**config.mk**
```make
export PLATFORM = sky130hd
export DESIGN_NAME = dmem_port_arbiter
export DESIGN_NICKNAME = d
export VERILOG_FILES = /design/src/rtl/dmem_arb_pkg.sv /design/src/rtl/dmem_arb_sat_cnt.sv /design/src/rtl/dmem_port_arbiter.sv
export SDC_FILE = /design/constraint.sdc
export NUM_CORES = 1
export LEC_CHECK = 0
export ABC_AREA = 0
export CORE_AREA = 2 2 107 109
export DETAILED_ROUTE_END_ITERATION = 8
export DIE_AREA = 0 0 109 111
export SYNTH_ARGS = -nofsm -noshare
export SYNTH_HDL_FRONTEND = slang
export SYNTH_HIERARCHICAL = 1
export SYNTH_SLANG_ARGS = --single-unit
```
**constraint.sdc**
```tcl
create_clock -name clk -period 1.9 [get_ports clk]
set_input_delay 0.19 -clock clk [delete_from_list [all_inputs] [get_ports clk]]
set_output_delay 0.19 -clock clk [all_outputs]
set_load 0.005 [all_outputs]
```
**src/rtl/dmem_arb_pkg.sv**
```systemverilog
// Shared types and defaults for the data-memory port arbiter.
// Optional performance counters are enabled with the DMEM_ARB_PERF_EN macro.
package dmem_arb_pkg;

  typedef enum logic {
    CPU_PRI = 1'b0,
    VGA_PRI = 1'b1
  } arb_state_e;

  typedef enum logic [1:0] {
    OWN_NONE = 2'd0,
    OWN_CPU  = 2'd1,
    OWN_VGA  = 2'd2
  } owner_e;

  localparam int unsigned DEF_STARVE_LIMIT = 8;
  localparam int unsigned DEF_VGA_BURST    = 4;

  // Bits needed to hold values 0..max_val inclusive.
  function automatic int unsigned cnt_width(input int unsigned max_val);
    return (max_val < 1) ? 1 : $clog2(max_val + 1);
  endfunction

endpackage

```
**src/rtl/dmem_arb_sat_cnt.sv**
```systemverilog
// Saturating up-counter with synchronous clear; clear wins over increment.
// Used for the starvation, burst and (with DMEM_ARB_PERF_EN) performance counters.
module dmem_arb_sat_cnt #(
  parameter int unsigned       WIDTH = 4,
  parameter logic [WIDTH-1:0]  MAX   = '1
) (
  input  logic             clk,
  input  logic             rst,
  input  logic             clr_i,
  input  logic             inc_i,
  output logic [WIDTH-1:0] cnt_o
);

  logic [WIDTH-1:0] cnt_q;
  logic [WIDTH-1:0] cnt_d;

  // NOTE: every always_comb output gets a default first so no latch is inferred.
  always_comb begin
    cnt_d = cnt_q;
    if (clr_i) begin
      cnt_d = '0;
    end else if (inc_i && (cnt_q != MAX)) begin
      cnt_d = cnt_q + 1'b1;
    end
  end

  // NOTE: sequential state is updated with non-blocking assignments only.
  always_ff @(posedge clk) begin
    if (rst) begin
      cnt_q <= '0;
    end else begin
      cnt_q <= cnt_d;
    end
  end

  assign cnt_o = cnt_q;

endmodule

```
**src/rtl/dmem_port_arbiter.sv**
```systemverilog
// Shares the data-memory port between the CPU load/store path and the VGA reader;
// CPU has priority until a starvation timer forces a bounded VGA burst. Macro: DMEM_ARB_PERF_EN.
module dmem_port_arbiter
  import dmem_arb_pkg::*;
#(
  parameter int unsigned ADDR_W       = 14,
  parameter int unsigned DATA_W       = 32,
  parameter int unsigned STARVE_LIMIT = DEF_STARVE_LIMIT,
  parameter int unsigned VGA_BURST    = DEF_VGA_BURST
) (
  input  logic              clk,
  input  logic              rst,
  input  logic              cpu_req,
  input  logic              cpu_we,
  input  logic [ADDR_W-1:0] cpu_addr,
  input  logic [DATA_W-1:0] cpu_wdata,
  output logic              cpu_gnt,
  output logic              cpu_stall,
  output logic              cpu_rvalid,
  output logic [DATA_W-1:0] cpu_rdata,
  input  logic              vga_req,
  input  logic [ADDR_W-1:0] vga_addr,
  output logic              vga_gnt,
  output logic              vga_rvalid,
  output logic [DATA_W-1:0] vga_rdata,
  output logic              mem_en,
  output logic              mem_we,
  output logic [ADDR_W-1:0] mem_addr,
  output logic [DATA_W-1:0] mem_wdata,
  input  logic [DATA_W-1:0] mem_rdata,
  output logic [31:0]       perf_cpu_wait,
  output logic [31:0]       perf_vga_wait
);

  localparam int unsigned STARVE_W = cnt_width(STARVE_LIMIT);
  localparam int unsigned BURST_W  = cnt_width(VGA_BURST);

  localparam logic [STARVE_W-1:0] STARVE_MAX  = STARVE_W'(STARVE_LIMIT);
  localparam logic [STARVE_W-1:0] STARVE_LAST = STARVE_W'(STARVE_LIMIT - 1);
  localparam logic [BURST_W-1:0]  BURST_MAX   = BURST_W'(VGA_BURST);
  localparam logic [BURST_W-1:0]  BURST_LAST  = BURST_W'(VGA_BURST - 1);

  arb_state_e state_q, state_d;
  owner_e     owner_q, owner_d;

  logic [STARVE_W-1:0] starve_cnt;
  logic [BURST_W-1:0]  burst_cnt;
  logic                starve_inc, starve_clr, starve_hit;
  logic                burst_inc, burst_clr, burst_hit;

  // Grants are held low while rst is high so nothing reaches memory during reset.
  always_comb begin
    cpu_gnt = 1'b0;
    vga_gnt = 1'b0;
    if (!rst) begin
      if (state_q == CPU_PRI) begin
        cpu_gnt = cpu_req;
        vga_gnt = vga_req & ~cpu_req;
      end else begin
        vga_gnt = vga_req;
        cpu_gnt = cpu_req & ~vga_req;
      end
    end
  end

  assign cpu_stall = cpu_req & ~cpu_gnt;

  assign mem_en    = cpu_gnt | vga_gnt;
  assign mem_we    = cpu_gnt & cpu_we;
  assign mem_addr  = cpu_gnt ? cpu_addr : (vga_gnt ? vga_addr : '0);
  assign mem_wdata = cpu_gnt ? cpu_wdata : '0;

  always_comb begin
    owner_d = OWN_NONE;
    if (cpu_gnt && !cpu_we) begin
      owner_d = OWN_CPU;
    end else if (vga_gnt) begin
      owner_d = OWN_VGA;
    end
  end

  // A read still in flight when reset arrives is dropped, hence the rst gating.
  assign cpu_rvalid = (owner_q == OWN_CPU) & ~rst;
  assign vga_rvalid = (owner_q == OWN_VGA) & ~rst;
  assign cpu_rdata  = cpu_rvalid ? mem_rdata : '0;
  assign vga_rdata  = vga_rvalid ? mem_rdata : '0;

  // starve_cnt only counts in CPU_PRI and rests at 0 during a forced burst.
  assign starve_inc = (state_q == CPU_PRI) & vga_req & ~vga_gnt;
  assign starve_clr = (state_q == VGA_PRI) | vga_gnt | ~vga_req;
  assign starve_hit = starve_inc & (starve_cnt == STARVE_LAST);

  assign burst_inc  = (state_q == VGA_PRI) & vga_gnt;
  assign burst_clr  = (state_q == CPU_PRI);
  assign burst_hit  = burst_inc & (burst_cnt == BURST_LAST);

  dmem_arb_sat_cnt #(
    .WIDTH (STARVE_W),
    .MAX   (STARVE_MAX)
  ) u_starve_cnt (
    .clk   (clk),
    .rst   (rst),
    .clr_i (starve_clr),
    .inc_i (starve_inc),
    .cnt_o (starve_cnt)
  );

  dmem_arb_sat_cnt #(
    .WIDTH (BURST_W),
    .MAX   (BURST_MAX)
  ) u_burst_cnt (
    .clk   (clk),
    .rst   (rst),
    .clr_i (burst_clr),
    .inc_i (burst_inc),
    .cnt_o (burst_cnt)
  );

  always_comb begin
    state_d = state_q;
    unique case (state_q)
      CPU_PRI: if (starve_hit) state_d = VGA_PRI;
      VGA_PRI: if (burst_hit || !vga_req) state_d = CPU_PRI;
      default: state_d = CPU_PRI;
    endcase
  end

  always_ff @(posedge clk) begin
    if (rst) begin
      state_q <= CPU_PRI;
      owner_q <= OWN_NONE;
    end else begin
      state_q <= state_d;
      owner_q <= owner_d;
    end
  end

`ifdef DMEM_ARB_PERF_EN
  dmem_arb_sat_cnt #(
    .WIDTH (32),
    .MAX   (32'hFFFF_FFFF)
  ) u_perf_cpu (
    .clk   (clk),
    .rst   (rst),
    .clr_i (1'b0),
    .inc_i (cpu_stall),
    .cnt_o (perf_cpu_wait)
  );

  dmem_arb_sat_cnt #(
    .WIDTH (32),
    .MAX   (32'hFFFF_FFFF)
  ) u_perf_vga (
    .clk   (clk),
    .rst   (rst),
    .clr_i (1'b0),
    .inc_i (vga_req & ~vga_gnt),
    .cnt_o (perf_vga_wait)
  );
`else
  assign perf_cpu_wait = '0;
  assign perf_vga_wait = '0;
`endif

endmodule

```
==> results.tsv <==
metric	value	unit
ir_worst_vdd	0.366	mV
power_density	256	mW/mm^2
stdcell_count	640	
grt_pass1_wl	11.5	mm
fp.dieH	111	um
timing.hold.ws	0.427	ns
antenna_found_initial	0	
vias	2374	
dp_slack	-0.237	ns
cts_root_buf	clkbuf_16	
p_clk_share	32.5	%
syn2layout_area_growth	132	%
cts_buffers	3	
gp_congestion	0.734	
dieArea	0.0121	sq mm
setup_tns	0	ns
worstPathArrival	1.67	ns
worst_ep_required_time	1.71	ns
finalSetupViolations	0	
status	finished, final reports clean	
drc_errors	0	
wl	8.02	mm
switching_share	24.5	%
hold_viol	0	
nets	600	
coreArea	0.0111	sq mm
dp.cells	612	
p_int	853	uW
post-route-period-util	97.9	%
cts.clk_slew.worst_paths	0.04	ns
post-dp-hpwl	5.71	mm
avgSynthCellArea	7.46	sq um
start_util	17.2	%
rows	39	
grt_pass1_vias	2283	
drtAntennaViolNets	0	
post-synth-top-area-fraction	31.9	%
fin_crit	1.86	ns
clkLatencyLatePin	0.23	ns
combPwrFrac	48.3	%
crit_path_end_kind	output port	
seq_area_frac_synth	10.5	%
grt_max_degree	26	
ff2ff_setup_slack	0.35	ns
firstDrtPassIters	3	
layout_common_cells	98 x clkdlybuf4s50_1, 97 x and2_1, 93 x dlygate4sd2_1	
track_usage	12.2	%
setup_ws	0.0401	ns
io_pins	278	
power_frac_seq	19.2	%
io_buffers	213	
n_antenna_cell	0	
synth_top_cell_by_area	and2_1	
ys_warn_count	6	
worstPathMaxFanout	8	
synth_cells	255	
grt_overflow	0	
drv_slew	0	
total_power	1.13	mW
cellLeakagePower	2.41	nW
final_common_cell	clkdlybuf4s50_1	
switchingPower	277	uW
cts_htree_levels	1	
fin_util	39.9	%
tritoncts	built	
synth_area	0.00190	sq mm
placed_cell_area	0.00405	sq mm
finClkSkew	0.000352	ns
cap_violations	0	
critPathLaunchType	input port	
yosysUniqueCellTypes	35	
final_area	0.00442	sq mm
holdBufCountCts	0	
wl_per_cell	12.5	um
max_freq	538	MHz
critPathKind	input port to output port	
drtIter0Drc	52	
clock_sinks	10	
drive_gt1_share	13.5	%
die_width	109	um
avgViaCountPerCell	3.71	
ys_top_cells_by_area	and2_1 32%, buf_4 26%, dfxtp_1 11%	
hp-class	input port to register	
synth-seq-cells	10	
cts_max_path_buffers	2	
==> registers in the layout, summed over array words and instances, names as in the netlist <==
name                cells
owner_q                 2
state_q                 1
u_burst_cnt/cnt_o       3
u_starve_cnt/cnt_o      4
==> final timing paths <==
path | startpoint | to | depth (start not counted)
setup / recovery | rst | vga_rdata[28] | 7
hold / removal | rst | u_starve_cnt/cnt_o[3] | 3
setup reg to reg | state_q | u_starve_cnt/cnt_o[0] | 6
hold reg to reg | u_starve_cnt/cnt_o[2] | u_starve_cnt/cnt_o[2] | 2
==> Yosys cell counts <==
library cell,instances
or3_1,1
mux2_4,2
and4b_1,1
or3b_1,1
or4_1,1
nor2_1,5
and3b_1,1
nor2b_1,2
nand4b_1,1
nand2_1,9
nor3b_1,3
buf_6,4
nor3_1,2
a211oi_4,1
buf_4,65
a21boi_1,1
nand4_1,1
mux2i_1,2
o21ai_1,1
dfxtp_1,10
clkbuf_2,2
buf_2,3
ha_1,4
a21boi_2,1
a22o_1,14
xor2_1,1
conb_1,1
and2_1,97
a21oi_1,2
inv_1,7
o21bai_1,1
a211oi_1,1
clkbuf_1,4
nor3b_2,2
nor4_2,1
==> layout make-up <==
type | count | area (sq um)
fill | 1136 | 6660
timing repair buffer | 254 | 2580
multi-input combinational | 223 | 1350
sequential | 10 | 204
tap | 143 | 179
clock buffer | 3 | 75.1
inverter | 7 | 26.3
==> power groups by stage <==
stage | combinational (mW) | sequential [mW] | clock, mW
floorplan | 0.238 | 0.219 | 0
global placement | 0.517 | 0.219 | 0
detailed placement | 0.521 | 0.220 | 0
CTS | 0.554 | 0.217 | 0.376
global route | 0.595 | 0.218 | 0.380
finish | 0.546 | 0.217 | 0.368
==> metal layers <==
layer,track usage (%),vias up,wire length (um)
met1,11.9,1040,2720
li1,-,1171,-
met5,0,-,0
met3,3.41,6,829
met4,1.79,0,49
met2,25.0,157,4420
==> worst max-delay path: stages <==
cell and delay, ns:
dlygate4sd2_1 0.26, buf_6 0.14, nor3b_4 0.20, buf_6 0.14, buf_12 0.11, and2_1 0.13, clkdlybuf4s50_1 0.49
==> logic make-up after synthesis <==
family / synth area share, %
buffers and inverters: 31.5
AO/OA/AOI/OAI: 10.1
other: 0.197
adder cells (fa/ha/maj): 2.63
flip-flops: 10.5
XOR/XNOR: 0.461
multiplexers: 2.63
AND/OR/NAND/NOR: 42.0
==> repair_timing <==
action / in CTS / in global routing
pin swaps: 3 / 0
setup buffers: 14 / 2
setup endpoints to repair: 116 / 27
resized for setup: 141 / 22
gates cloned: 9 / 0
(Power assumes the default switching activity.)
